## config.mk

```make
export PLATFORM = sky130hd
export DESIGN_NAME = data_mem_ctrl_flat
export DESIGN_NICKNAME = d
export VERILOG_FILES = /design/src/rtl/data_mem_ctrl_pkg.sv /design/src/rtl/data_mem_ctrl_if.sv /design/src/rtl/data_mem_ctrl_timeout_counter.sv /design/src/rtl/data_mem_ctrl.sv /design/src/flat_wrapper.sv
export SDC_FILE = /design/constraint.sdc
export NUM_CORES = 1
export LEC_CHECK = 0
export BUFFER_PORTS_ARGS = -buffer_cell sky130_fd_sc_hd__buf_2
export CORE_MARGIN = 2
export CORE_UTILIZATION = 35
export DETAILED_ROUTE_END_ITERATION = 12
export SETUP_SLACK_MARGIN = 0.02
export SYNTH_ARGS = -nofsm -noshare
export SYNTH_HDL_FRONTEND = slang
export SYNTH_SLANG_ARGS = --single-unit
```

## constraint.sdc

```tcl
create_clock -name clk -period 1.49 [get_ports clk]
set_input_delay 0.2235 -clock clk [delete_from_list [all_inputs] [get_ports clk]]
set_output_delay 0.2235 -clock clk [all_outputs]
set_load 0.02 [all_outputs]
```

## src/rtl/data_mem_ctrl_pkg.sv

```systemverilog
// ---------------------------------------------------------------
// mips_pkg : shared FSM state encoding and default data width
// Rev 1.0
// ---------------------------------------------------------------
`default_nettype none

package mips_pkg;
   localparam int DATA_WIDTH_DEF = 32;

   typedef enum logic [1:0] {
      IDLE   = 2'd0,
      ACCESS = 2'd1,
      DONE   = 2'd2
   } state_t;
endpackage

`default_nettype wire

```

## src/rtl/data_mem_ctrl_if.sv

```systemverilog
// ---------------------------------------------------------------
// data_mem_ctrl_if : core-side request and memory-side bus bundle
// Rev 1.0
// ---------------------------------------------------------------
`default_nettype none

interface data_mem_ctrl_if
   import mips_pkg::*;
#(
   parameter int DATA_WIDTH = DATA_WIDTH_DEF
);
   logic                  MemRead;
   logic                  MemWrite;
   logic [DATA_WIDTH-1:0] ALUResult;
   logic [DATA_WIDTH-1:0] WD;
   logic [DATA_WIDTH-1:0] RD;
   logic                  stall;
   logic                  mem_err;
   logic                  mem_req;
   logic                  mem_we;
   logic [DATA_WIDTH-3:0] mem_addr;
   logic [DATA_WIDTH-1:0] mem_wdata;
   logic [DATA_WIDTH-1:0] mem_rdata;
   logic                  mem_ready;

   modport slave (
      input  MemRead, MemWrite, ALUResult, WD, mem_rdata, mem_ready,
      output RD, stall, mem_err, mem_req, mem_we, mem_addr, mem_wdata
   );

   modport master (
      output MemRead, MemWrite, ALUResult, WD, mem_rdata, mem_ready,
      input  RD, stall, mem_err, mem_req, mem_we, mem_addr, mem_wdata
   );
endinterface

`default_nettype wire

```

## src/rtl/data_mem_ctrl_timeout_counter.sv

```systemverilog
// ---------------------------------------------------------------
// timeout_counter : counts unanswered ACCESS cycles, flags limit
// Rev 1.0
// ---------------------------------------------------------------
`default_nettype none

module timeout_counter #(
   parameter int TIMEOUT = 16
) (
   input  wire logic clk,
   input  wire logic rst,
   input  wire logic clr,
   input  wire logic en,
   output logic      expired
);
   localparam logic [7:0] LIMIT = 8'(TIMEOUT - 1);

   logic [7:0] cnt_q;
   logic [7:0] cnt_d;

   assign expired = (cnt_q == LIMIT);

   always_comb begin
      cnt_d = cnt_q;
      if (clr)
         cnt_d = '0;
      else if (en && !expired)
         cnt_d = cnt_q + 8'd1;
   end

   always_ff @(posedge clk or negedge rst) begin
      if (!rst)
         cnt_q <= '0;
      else
         cnt_q <= cnt_d;
   end
endmodule

`default_nettype wire

```

## src/rtl/data_mem_ctrl.sv

```systemverilog
// ---------------------------------------------------------------
// data_mem_ctrl : single-outstanding data-memory access controller
// Rev 1.0
// ---------------------------------------------------------------
`default_nettype none

module data_mem_ctrl
   import mips_pkg::*;
#(
   parameter int DATA_WIDTH = DATA_WIDTH_DEF,
   parameter int TIMEOUT    = 16
) (
   input  wire logic      clk,
   input  wire logic      rst,
   data_mem_ctrl_if.slave bus
);
   state_t                state_q, state_d;
   logic [DATA_WIDTH-3:0] addr_q, addr_d;
   logic [DATA_WIDTH-1:0] wdata_q, wdata_d;
   logic [DATA_WIDTH-1:0] rd_q, rd_d;
   logic                  we_q, we_d;
   logic                  err_q, err_d;
   logic                  stall_w;
   logic                  req_w;
   logic                  tmo_expired;

   timeout_counter #(.TIMEOUT(TIMEOUT)) u_tmo (
      .clk     (clk),
      .rst     (rst),
      .clr     (state_q != ACCESS),
      .en      ((state_q == ACCESS) && !bus.mem_ready),
      .expired (tmo_expired)
   );

   always_comb begin
      state_d = state_q;
      addr_d  = addr_q;
      wdata_d = wdata_q;
      rd_d    = rd_q;
      we_d    = we_q;
      err_d   = err_q;
      stall_w = 1'b0;
      req_w   = 1'b0;
      case (state_q)
         IDLE: begin
            if (bus.MemRead || bus.MemWrite) begin
               stall_w = 1'b1;
               if ((bus.MemRead ^ bus.MemWrite) && (bus.ALUResult[1:0] == 2'b00)) begin
                  addr_d  = bus.ALUResult[DATA_WIDTH-1:2];
                  wdata_d = bus.WD;
                  we_d    = bus.MemWrite;
                  state_d = ACCESS;
               end else begin
                  err_d   = 1'b1;
                  state_d = DONE;
               end
            end
         end
         ACCESS: begin
            stall_w = 1'b1;
            req_w   = 1'b1;
            // A response on the limit cycle wins over the timeout
            if (bus.mem_ready) begin
               if (!we_q)
                  rd_d = bus.mem_rdata;
               state_d = DONE;
            end else if (tmo_expired) begin
               if (!we_q)
                  rd_d = '0;
               err_d   = 1'b1;
               state_d = DONE;
            end
         end
         DONE:    state_d = IDLE;
         default: state_d = IDLE;
      endcase
   end

   always_ff @(posedge clk or negedge rst) begin
      if (!rst) begin
         state_q <= IDLE;
         addr_q  <= '0;
         wdata_q <= '0;
         rd_q    <= '0;
         we_q    <= 1'b0;
         err_q   <= 1'b0;
      end else begin
         state_q <= state_d;
         addr_q  <= addr_d;
         wdata_q <= wdata_d;
         rd_q    <= rd_d;
         we_q    <= we_d;
         err_q   <= err_d;
      end
   end

   assign bus.RD        = rd_q;
   assign bus.stall     = stall_w;
   assign bus.mem_err   = err_q;
   assign bus.mem_req   = req_w;
   assign bus.mem_we    = we_q;
   assign bus.mem_addr  = addr_q;
   assign bus.mem_wdata = wdata_q;
endmodule

`default_nettype wire
```

## src/flat_wrapper.sv

```systemverilog
// flat-port wrapper written by rule: the top's interface ports become plain ports
module data_mem_ctrl_flat import mips_pkg::*;
#(
   parameter int DATA_WIDTH = DATA_WIDTH_DEF,
   parameter int TIMEOUT    = 16
)
  (clk, rst, bus_MemRead, bus_MemWrite, bus_ALUResult, bus_WD, bus_mem_rdata, bus_mem_ready, bus_RD, bus_stall, bus_mem_err, bus_mem_req, bus_mem_we, bus_mem_addr, bus_mem_wdata);
  data_mem_ctrl_if #(.DATA_WIDTH(DATA_WIDTH)) bus_i ();
  input  wire logic clk;
  input  wire logic rst;
  input wire logic [$bits(bus_i.MemRead)-1:0] bus_MemRead;
  input wire logic [$bits(bus_i.MemWrite)-1:0] bus_MemWrite;
  input wire logic [$bits(bus_i.ALUResult)-1:0] bus_ALUResult;
  input wire logic [$bits(bus_i.WD)-1:0] bus_WD;
  input wire logic [$bits(bus_i.mem_rdata)-1:0] bus_mem_rdata;
  input wire logic [$bits(bus_i.mem_ready)-1:0] bus_mem_ready;
  output wire logic [$bits(bus_i.RD)-1:0] bus_RD;
  output wire logic [$bits(bus_i.stall)-1:0] bus_stall;
  output wire logic [$bits(bus_i.mem_err)-1:0] bus_mem_err;
  output wire logic [$bits(bus_i.mem_req)-1:0] bus_mem_req;
  output wire logic [$bits(bus_i.mem_we)-1:0] bus_mem_we;
  output wire logic [$bits(bus_i.mem_addr)-1:0] bus_mem_addr;
  output wire logic [$bits(bus_i.mem_wdata)-1:0] bus_mem_wdata;
  assign bus_i.MemRead = bus_MemRead;
  assign bus_i.MemWrite = bus_MemWrite;
  assign bus_i.ALUResult = bus_ALUResult;
  assign bus_i.WD = bus_WD;
  assign bus_i.mem_rdata = bus_mem_rdata;
  assign bus_i.mem_ready = bus_mem_ready;
  assign bus_RD = bus_i.RD;
  assign bus_stall = bus_i.stall;
  assign bus_mem_err = bus_i.mem_err;
  assign bus_mem_req = bus_i.mem_req;
  assign bus_mem_we = bus_i.mem_we;
  assign bus_mem_addr = bus_i.mem_addr;
  assign bus_mem_wdata = bus_i.mem_wdata;
  data_mem_ctrl #(.DATA_WIDTH(DATA_WIDTH), .TIMEOUT(TIMEOUT)) u_core (.clk(clk), .rst(rst), .bus(bus_i));
endmodule
```

== Word level (Yosys, flattened, before mapping) ==
Index checks and enable logic that the tools add are counted.
Word-level totals
  bits in registers: 106
  bits of input ports: 101
  logic and storage cells: 52
  output and inout port bits: 98
Operators by class
  equal/unequal tests: 8
  add/sub/neg operators: 1
  reduce and logical (&&, ||, !) cells: 15
  muxes and demuxes: 19
  bitwise gates (word level): 2
Operator list (number)
  $mux 32: 4
  $mux 8: 2
  $add 8x1->8 const B: 1
  $eq 8x4->1 const B: 1
  $mux 2: 4
  $mux 1: 6
  $ne 2x2->1 const B: 3
  $reduce_and 3->1: 2
  $reduce_bool 2->1: 3
  $reduce_and 5->1: 1
  $logic_not 2->1: 2
  $ne 2x1->1 const B: 2
  $pmux 1 s2: 2
  $pmux 2 s2: 1
  $logic_and 1x1->1: 3
  $ne 3x3->1 const B: 1
  $eq 2x1->1 const B: 1
  $logic_not 1->1: 2
  $reduce_and 2->1: 1
  $logic_or 1x1->1: 1
  $not 1->1: 1
  $xor 1x1->1: 1

== Longest topological paths before layout ==
Gate-level depths: netlist of the first run.
  depth in word-level cells: 5
  mapped depth: 6
  depth with buffers taken out: 5

== Modules after synthesis ==
A second synthesis of the first run with hierarchy kept.
Unflattened totals
  cell total of the unflattened synthesis: 336
  area, all modules: 4672.0 um^2
Modules (own cells, without submodules)
  data_mem_ctrl: area each 4230.3 um^2, cells each 293, times used 1
  timeout_counter: area each 441.7 um^2, cells each 43, times used 1

== Worst setup path before layout of the first run ==
Ideal clock, no wire load.
  kind: reg2reg
  from: reg u_core.u_tmo.cnt_q[4]
  to: reg u_core.rd_q[22], in the netlist u_core.bus.RD[22]
  setup slack: -0.025 ns
  library setup time: 0.125 ns
  cell stages (with the launch flop): 5
  arrival time: 1.390 ns
  path through: dfrtp_1 or4_4 o21bai_4 buf_6 o21ai_2
Between the ends
  longest elaborated chain between the ends: 3
Ends and longest elaborated chain
  start, declared: RTL line data_mem_ctrl_timeout_counter.sv:18  | logic [7:0] cnt_q;
  start signal, assigned: RTL line data_mem_ctrl_timeout_counter.sv:35  | cnt_q <= cnt_d;
  $eq 8x4->1: RTL line data_mem_ctrl_timeout_counter.sv:21  | assign expired = (cnt_q == LIMIT);
  $reduce_bool 2->1 (no source line)
  $reduce_and 3->1 (no source line)
  end signal, assigned: RTL line data_mem_ctrl.sv:91  | rd_q <= rd_d;
  end, declared: RTL line data_mem_ctrl.sv:20  | logic [DATA_WIDTH-1:0] rd_q, rd_d;
Every way passes these cells.
A chain may end at the register's enable or synchronous reset.

== Worst setup path after layout of the first run ==
  from: reg u_core.state_q[1]
  to: reg u_core.wdata_q[6], in the netlist u_core.bus.mem_wdata[6]
Between the ends
  longest elaborated chain between the ends: 2
Ends and longest elaborated chain
  start, declared: RTL line data_mem_ctrl.sv:17  | state_t state_q, state_d;
  start signal, assigned: RTL line data_mem_ctrl.sv:88  | state_q <= state_d;
  $logic_not 2->1: RTL line data_mem_ctrl.sv:44  | case (state_q)
  $reduce_and 3->1 (no source line)
  end signal, assigned: RTL line data_mem_ctrl.sv:90  | wdata_q <= wdata_d;
  end, declared: RTL line data_mem_ctrl.sv:19  | logic [DATA_WIDTH-1:0] wdata_q, wdata_d;
Every way passes these cells.

==> reports/qor.csv, run 1 <==
metric;value;unit
switching_power;0.00341;W
area_delta_synth_final;42.3;%
drt-total-wl;11700;um
slew_violations;0;
die_area;0.0143;mm2
route.met3.wl;483;um
final_nets;672;
max_freq;631;MHz
cts-root-buf;clkbuf_16;
worst_slew_pin_slew;406;ps
yosysWarnings;0;
avgRoutedWirePerCell;15.7;um
min_path_type;in -> reg;
sw_frac_of_total;34.1;%
finalSetupViolCount;93;
grt-ovfl-total;0;
netlist_instances;339;
wl_met1;5010;um
regArea;0.00265;mm2
grt_usage;16.3;%
cp-start-kind;register;
ir_drop;600;uV
fin_worst_hold_slack;93.3;ps
highest_layer;met4;
violations;negative setup slack;
period_needed;1580;ps
drt-pass1-iter-count;4;
internal_power;0.00660;W
finalCritPeriodShare;106;%
multi_input_area;0.00192;mm2
finalHoldViolCount;0;
endpoint_kind;register;
max_slew_margin;72.9;%
die_y;120;um
cts_buffers;9;
synth_edf_count;0;
drive_gt1_share;63.7;%
clk_pin_slew_worst_paths;70;ps
drc;0;
synth.top_cells.by_area;dfrtp_1 (57%), mux2_4 (19%), a22oi_1 (5.1%), inv_1 (2.9%), o21ai_0 (2.6%);
gp_congestion;0.807;
start_util;35.6;%
syn_area_per_cell;13.8;um2
clkPwrFrac;22.2;%
die_width;120;um
worstPathArrival;1810;ps
clk_path_buf_depth;2;
grt_setup_unrepaired;true;
fin_skew;7.34;ps
n_fill_cell;1217;
critical_path_class;reg -> reg;
grt_max_degree;35;
worst_slack;-94.2;ps
power-per-cell-area;1500;mW/mm2
status;finished, violations left;
drtAntennaViolNets;0;
synthesis.nets;442;
hpwl;8630;um
met2_length;6050;um
netlist_area;0.00468;mm2
post_drt_via_cell_ratio;4.70;
p_leak;3.54;nW
clkSinkCount;106;
antenna_found_initial;0;
vias;3521;
coreArea;0.0131;mm2
clock_latency;340;ps
pwr-share-seq;41.2;%
num_io_pins;199;
htreeDepth;3;
drt_iter0_drc;142;
cp_max_fo;16;
yosysUniqueCellTypes;41;
grt_pass1_wl;18500;um
cts_tree;built;
fin_util;50.7;%
drv_cap;0;
worstPathRequired;1710;ps
combPwrFrac;36.6;%
rows;42;
postSynth.asyncResetShare;100;%
synth_top_area_cell;dfrtp_1;
grt_pass1_vias;3608;
yosys.area.top_type_share;56.7;%
synth-main-ff-cell;dfrtp_1;
port_buffers;198;
ys_seq_area_share;56.7;%
ys_ff_latch;106;
n_antenna_cell;0;
cells by family after synthesis:
group / count (synthesis) / synth area share [%]
adder cells (fa/ha/maj): 2 / 0.534
flip-flops: 106 / 56.7
multiplexers: 67 / 20.7
AO/OA/AOI/OAI: 79 / 11.6
AND/OR/NAND/NOR: 29 / 3.88
buffers and inverters: 56 / 6.57
critical path, stage by stage, from the launching register on:
cell and delay [ps]:
dfrtp_1 390, nor4_2 250, nand3b_1 150, buf_12 180, buf_12 160, mux2_4 300
registers in the layout (all words and copies together) (netlist names):
name,flops
u_core.bus.mem_err,1
u_core.bus.mem_wdata,32
u_core.bus.mem_addr,30
u_core.state_q,2
u_core.bus.mem_we,1
u_core.bus.RD,32
u_core.u_tmo.cnt_q,8
synth_stat cells, drive strengths merged (2+ instances only):
| library cell | instances |
|---|---|
| nand3 | 3 |
| mux2i | 4 |
| nand2 | 9 |
| mux2 | 63 |
| or4 | 2 |
| a22oi | 32 |
| a21oi | 3 |
| inv | 36 |
| ha | 2 |
| buf | 16 |
| o21ai | 36 |
| dfrtp | 106 |
| clkbuf | 4 |
| nor4 | 2 |
| nand2b | 3 |
cell usage in the layout, fill, tap and decap left out, types with 3 or more instances in the layout:
cell / instances
dfrtp_1: 105
buf_12: 10
mux2_4: 59
inv_1: 34
mux2_2: 4
nand3_1: 3
nand2_1: 9
buf_4: 27
a22oi_2: 24
buf_6: 4
clkbuf_16: 9
buf_2: 195
o21ai_2: 11
mux2i_1: 4
a22oi_1: 8
nand2b_1: 3
o21ai_1: 23
power groups by stage:
stage / Sequential, W / Combinational [W] / Clock, W
6_report: 0.00412 / 0.00367 / 0.00222
2_1_floorplan: 0.00511 / 0.00129 / 0
3_5_place_dp: 0.00416 / 0.00361 / 0
5_1_grt: 0.00423 / 0.00388 / 0.00242
3_3_place_gp: 0.00412 / 0.00356 / 0
4_1_cts: 0.00412 / 0.00368 / 0.00230
final timing paths:
kind                                                start                                  end  slack [ps]  cells past startpoint
max                         u_core.state_q[1]$_DFFE_PN0P_  u_core.bus.mem_wdata[6]$_DFFE_PN0P_         -90                      5
min                                     bus_mem_rdata[25]        u_core.bus.RD[25]$_DFFE_PN0P_          90                      3
max reg2reg                 u_core.state_q[1]$_DFFE_PN0P_  u_core.bus.mem_wdata[6]$_DFFE_PN0P_         -90                      5
min reg2reg                u_core.bus.mem_err$_DFFE_PN0P_       u_core.bus.mem_err$_DFFE_PN0P_         460                      1
max in group asynchronous                             rst        u_core.bus.mem_we$_DFFE_PN0P_         580                      3
min in group asynchronous                             rst  u_core.bus.mem_addr[17]$_DFFE_PN0P_         360                      2
metrics by stage:
step	power [W]	cells	worst slack, ps	instance area [um2]	TNS, ps
3_5_place_dp	0.00777	727	-137	6120	-8520
4_1_cts	0.0101	747	-105	6550	-5810
2_1_floorplan	0.00640	339	-18.5	4690	-179
5_1_grt	0.0105	749	-165	6660	-11570
3_3_place_gp	0.00768	727	-122	6120	-6790
6_report	0.0100	749	-94.2	6660	-5440
per-layer routing:
| layer | up-vias | global-route usage (%) |
|---|---|---|
| met1 | 1766 | 21.0 |
| met4 | 0 | 5.59 |
| met2 | 96 | 27.4 |
| met3 | 14 | 3.52 |
| li1 | 1645 | - |
| met5 | - | 0 |
final cells by class:
| cell class | count | share of cell area [%] |
|---|---|---|
| well taps | 176 | 3.31 |
| clock buffers | 10 | 3.44 |
| repair buffers | 239 | 22.0 |
| clock inverters | 5 | 0.601 |
| flip-flops and latches | 106 | 39.8 |
| inverters | 36 | 2.03 |
| multi-input cells | 177 | 28.8 |
repair_timing:
action,CTS,global route
buffers inserted,4,2
hold endpoints to repair,24,0
pin swaps,8,5
resized for setup,29,21
hold buffers,1,0
endpoints found under the setup margin,96,104
Note: power is estimated with default switching activity, not from simulation.
==> inputs of run 2 (changes only) <==
SETUP_SLACK_MARGIN = not set   (was 0.02)
==> run 2 against run 1 <==
Against the previous run: the flow still finishes with violations (negative setup slack); power increased by 2.9%; combinational power is essentially flat; critical endpoint is now u_core.bus.RD[9]$_DFFE_PN0P_; count of clock-buffer cells in the layout unchanged; via count increased by 0.48%.
==> reports/qor.csv, run 2 (synthesis results as in run 1) <==
metric;value;unit
grt_max_degree;34;
power-per-cell-area;1530;mW/mm2
cts-root-buf;clkbuf_16;
cp-start-kind;register;
drt-pass1-iter-count;4;
violations;negative setup slack;
highest_layer;met4;
startpoint;u_core.u_tmo.cnt_q[7]$_DFFE_PN0P_;
wl_met1;5180;um
drtAntennaViolNets;0;
rows;42;
rr_worst_depth;5;
placed_area;0.00610;mm2
grt_usage;16.5;%
worst_slew_pin_slew;414;ps
r2r-start;u_core.u_tmo.cnt_q[7]$_DFFE_PN0P_;
worstPathArrival;1860;ps
avgRoutedWirePerCell;16.4;um
multi_input_area;0.00189;mm2
post_drt_via_cell_ratio;4.69;
n_antenna_cell;0;
finalSetupViolCount;92;
drc;0;
drt-total-wl;12400;um
cp_max_fo;8;
max_slew_margin;72.4;%
slew_violations;0;
min_path_type;in -> reg;
clock_latency;350;ps
status;finished, violations left;
layout.cells.non_filler;754;
grt_pass1_wl;18400;um
vias;3538;
grt_setup_unrepaired;true;
grt-ovfl-total;0;
htreeDepth;3;
drt_iter0_drc;125;
finalCritPeriodShare;110;%
cts_buffers;9;
endpoint_kind;register;
coreArea;0.0131;mm2
clk_path_buf_depth;2;
port_buffers;198;
num_io_pins;199;
finalHoldViolCount;0;
die_y;120;um
hpwl;8520;um
reg2reg_setup_slack;-150;ps
fin_setup_tns;-9040;ps
period_needed;1640;ps
route.met3.wl;634;um
fin_area;0.00674;mm2
die_area;0.0143;mm2
final_cell_mix;buf_2 (195), dfrtp_1 (106), mux2_4 (59), inv_1 (35), buf_4 (29);
final_common_cell;buf_2;
clk_pin_slew_worst_paths;70;ps
grt_pass1_vias;3599;
worstPathRequired;1720;ps
r2r-end;u_core.bus.RD[9]$_DFFE_PN0P_;
drv_cap;0;
gp_congestion;0.702;
ir_drop;613;uV
antenna_found_initial;0;
fin_worst_hold_slack;88.4;ps
area_delta_synth_final;43.9;%
clkSinkCount;106;
start_util;35.6;%
p_leak;3.59;nW
regArea;0.00265;mm2
drive_gt1_share;63.3;%
dp_cells;726;
cp-endpoint;u_core.bus.RD[9]$_DFFE_PN0P_;
die_width;120;um
met2_length;6330;um
worst_slack;-146;ps
final_nets;676;
max_freq;611;MHz
n_fill_cell;1185;
critical_path_class;reg -> reg;
fin_skew;12.4;ps
cts_tree;built;
-- run 2: cell types whose count changed in the layout (fill, tap and decap cells not counted), moves of 2 or more --
cell       previous run  this run
inv_8                 0         3
a22oi_2              24        16
o21ai_2              11        15
o21ai_1              23        18
inv_2                 2         0
buf_4                27        29
a22oi_1               8        16
clkbuf_16             9        11
-- run 2: what timing repair did --
action,in CTS,in global routing
gates resized for setup,35,30
pin swaps,2,6
buffers inserted,4,4
endpoints found under the setup margin,97,106
gates cloned,1,3
hold buffers,1,0
endpoints found under the hold margin,25,0
-- run 2: power breakdown --
part / switching (W) / total, W / leakage [nW] / internal [W]
registers: 0.000461 / 0.00412 / 1.19 / 0.00366
clock network: 0.00114 / 0.00249 / 0.153 / 0.00135
logic: 0.00188 / 0.00368 / 2.25 / 0.00180
total: 0.00348 / 0.0103 / 3.59 / 0.00681
-- run 2: worst max-delay path: stages, from the launching register on --
cell	delay, ps
dfrtp_1	390
or4_4	560
o21bai_4	200
buf_6	160
clkbuf_16	150
o21ai_1	60
-- run 2: per-layer routing --
metal  vias up  GRT usage, %
li1       1656             -
met1      1766          19.9
met2       102          28.5
met3        14          4.61
met4         0          5.29
met5         -             0
-- run 2: worst min path at each step --
stage	from	end	slack (ps)	cells after the start
after detailed placement	rst	u_core.bus.mem_wdata[8]$_DFFE_PN0P_	180	1
after global placement	rst	u_core.bus.mem_wdata[9]$_DFFE_PN0P_	180	1
after CTS	bus_mem_rdata[29]	u_core.bus.RD[29]$_DFFE_PN0P_	70	3
final	bus_mem_rdata[29]	u_core.bus.RD[29]$_DFFE_PN0P_	90	3
after floorplan	rst	u_core.bus.RD[0]$_DFFE_PN0P_	-70	0
after global routing	bus_mem_rdata[30]	u_core.bus.RD[30]$_DFFE_PN0P_	70	3
-- run 2: area by class of cell --
| cell class | instances | area share (%) |
|---|---|---|
| repair buffers | 243 | 22.6 |
| clock buffers | 10 | 3.40 |
| multi-input cells | 177 | 28.1 |
| inverters | 36 | 2.04 |
| flip-flops and latches | 106 | 39.4 |
| clock inverters | 6 | 1.21 |
| well taps | 176 | 3.27 |
-- run 2: per-stage QoR --
step           total power (W)  worst slack (ps)  util [%]
5_1_grt                 0.0108              -203      51.3
4_1_cts                 0.0104              -126      49.7
3_5_place_dp           0.00775              -128      46.4
3_3_place_gp           0.00767              -113      46.4
2_1_floorplan          0.00639             -18.5         -
6_report                0.0103              -146      51.3
==> inputs of run 3 (changes only) <==
CORE_MARGIN = not set   (was 2)
==> run 3 against run 2 <==
Against the previous run: the flow still finishes with violations (negative setup slack); routed wire length increased by 1.7%; worst hold slack better by 1.6 ps; combinational power up 4%; core utilization is 3.0 points higher; register-to-register slack hardly changed; clock skew fell by 5.7 ps; die area down 3.3%; setup slack worse by 6.0 ps.
==> reports/qor.csv, run 3 (synthesis results as in run 1) <==
metric;value;unit
critical_path_class;reg -> reg;
path_cells;nor4_2 > nand3b_1 > buf_6 > clkbuf_16 > buf_12 > mux2_4;
cp_max_fo;10;
coreArea;0.0128;mm2
worstPathRequired;1720;ps
cp_slowest_cell;dfrtp_1;
vias;3567;
drv_cap;0;
drt-pass1-iter-count;4;
finalSetupViolCount;96;
drtAntennaViolNets;0;
violations;negative setup slack;
layout.cells.non_filler;757;
min_path_type;in -> reg;
power-per-cell-area;1480;mW/mm2
reg2reg_setup_slack;-150;ps
antenna_found_initial;0;
grt_pass1_vias;3569;
port_buffers;198;
p_leak;3.67;nW
drc;0;
grt_pass1_wl;18600;um
grt_setup_unrepaired;true;
avgRoutedWirePerCell;16.6;um
n_antenna_cell;0;
grt-ovfl-total;0;
period_needed;1640;ps
final_nets;683;
grt_usage;17.1;%
finalCritPeriodShare;110;%
final_cell_mix;buf_2 (195), dfrtp_1 (106), mux2_4 (60), inv_1 (34), a22oi_2 (26);
cp-start-kind;register;
worst_slack;-152;ps
max_freq;609;MHz
cts_buffers;9;
endpoint_kind;register;
die_area;0.0138;mm2
grt_max_degree;43;
cts_tree;built;
p_total;0.0103;W
final_common_cell;buf_2;
num_io_pins;199;
cts-root-buf;clkbuf_16;
drive_gt1_share;66.7;%
clkSinkCount;106;
clock_latency;340;ps
die_y;118;um
worst_slew_pin_slew;396;ps
drt-total-wl;12600;um
worstPathArrival;1870;ps
fin_skew;6.69;ps
start_util;36.5;%
post_drt_via_cell_ratio;4.71;
slew_violations;0;
finalHoldViolCount;0;
status;finished, violations left;
clk_path_buf_depth;2;
htreeDepth;3;
n_fill_cell;1082;
max_slew_margin;73.4;%
critPathMaxStageDelay;400;ps
area_delta_synth_final;48.8;%
gp_congestion;0.860;
die_width;118;um
hpwl;8470;um
dp_cells;719;
drt_iter0_drc;159;
ir_drop;576;uV
rows;41;
fin_setup_tns;-11200;ps
clk_pin_slew_worst_paths;70;ps
-- run 3: cell type report --
cell class | count | area (um2) | share of cell area [%]
Sequential cell | 106 | 2650 | 38.1
Tap cell | 172 | 215 | 3.09
Timing Repair Buffer | 250 | 1680 | 24.2
Clock inverter | 5 | 45.0 | 0.646
Inverter | 36 | 140 | 2.01
Clock buffer | 11 | 253 | 3.63
Multi-Input combinational cell | 177 | 1980 | 28.4
-- run 3: stage by stage --
stage | setup slack (ps) | instance area (um2) | hold slack [ps] | util (%)
5_1_grt | -213 | 6970 | 85.5 | 54.3
6_report | -152 | 6970 | 90.0 | 54.3
3_3_place_gp | -145 | 6080 | 162 | 47.4
4_1_cts | -121 | 6480 | 77.0 | 50.5
3_5_place_dp | -116 | 6080 | 167 | 47.4
2_1_floorplan | -18.5 | 4680 | -72.1 | -
-- run 3: per-layer routing --
metal  track usage, %  part of all wire (%)  wire length, um
met5                0                     0                0
met4             6.89                   1.5              189
met3             4.07                   5.9              736
met2             27.9                    50             6280
met1             21.7                    43             5360
-- run 3: critical path: cells and delay by family (launching register included) --
| family | cells | cell delay, ps |
|---|---|---|
| buffers and inverters | 3 | 450 |
| flip-flops | 1 | 400 |
| AND/OR/NAND/NOR | 2 | 380 |
| multiplexers | 1 | 300 |
-- run 3: worst paths after layout --
path,start,to,depth (start not counted)
max,u_core.state_q[1]$_DFFE_PN0P_,u_core.bus.mem_wdata[0]$_DFFE_PN0P_,6
min,bus_mem_rdata[30],u_core.bus.RD[30]$_DFFE_PN0P_,3
max reg2reg,u_core.state_q[1]$_DFFE_PN0P_,u_core.bus.mem_wdata[0]$_DFFE_PN0P_,6
min reg2reg,u_core.bus.mem_err$_DFFE_PN0P_,u_core.bus.mem_err$_DFFE_PN0P_,1
max in group asynchronous,rst,u_core.bus.mem_wdata[29]$_DFFE_PN0P_,3
min in group asynchronous,rst,u_core.bus.RD[27]$_DFFE_PN0P_,2
-- run 3: repair_timing --
action,in CTS,in global routing
hold endpoints to repair,23,0
setup buffers,3,10
hold buffers,1,0
gates cloned,0,8
setup endpoints to repair,95,107
resized for setup,30,67
pin swaps,1,19
-- run 3: power breakdown --
group	switching [W]	leakage, nW	internal, W	total [W]
combinational	0.00197	2.34	0.00187	0.00384
clock	0.00109	0.145	0.00125	0.00234
sequential	0.000452	1.19	0.00366	0.00411
total	0.00350	3.67	0.00679	0.0103
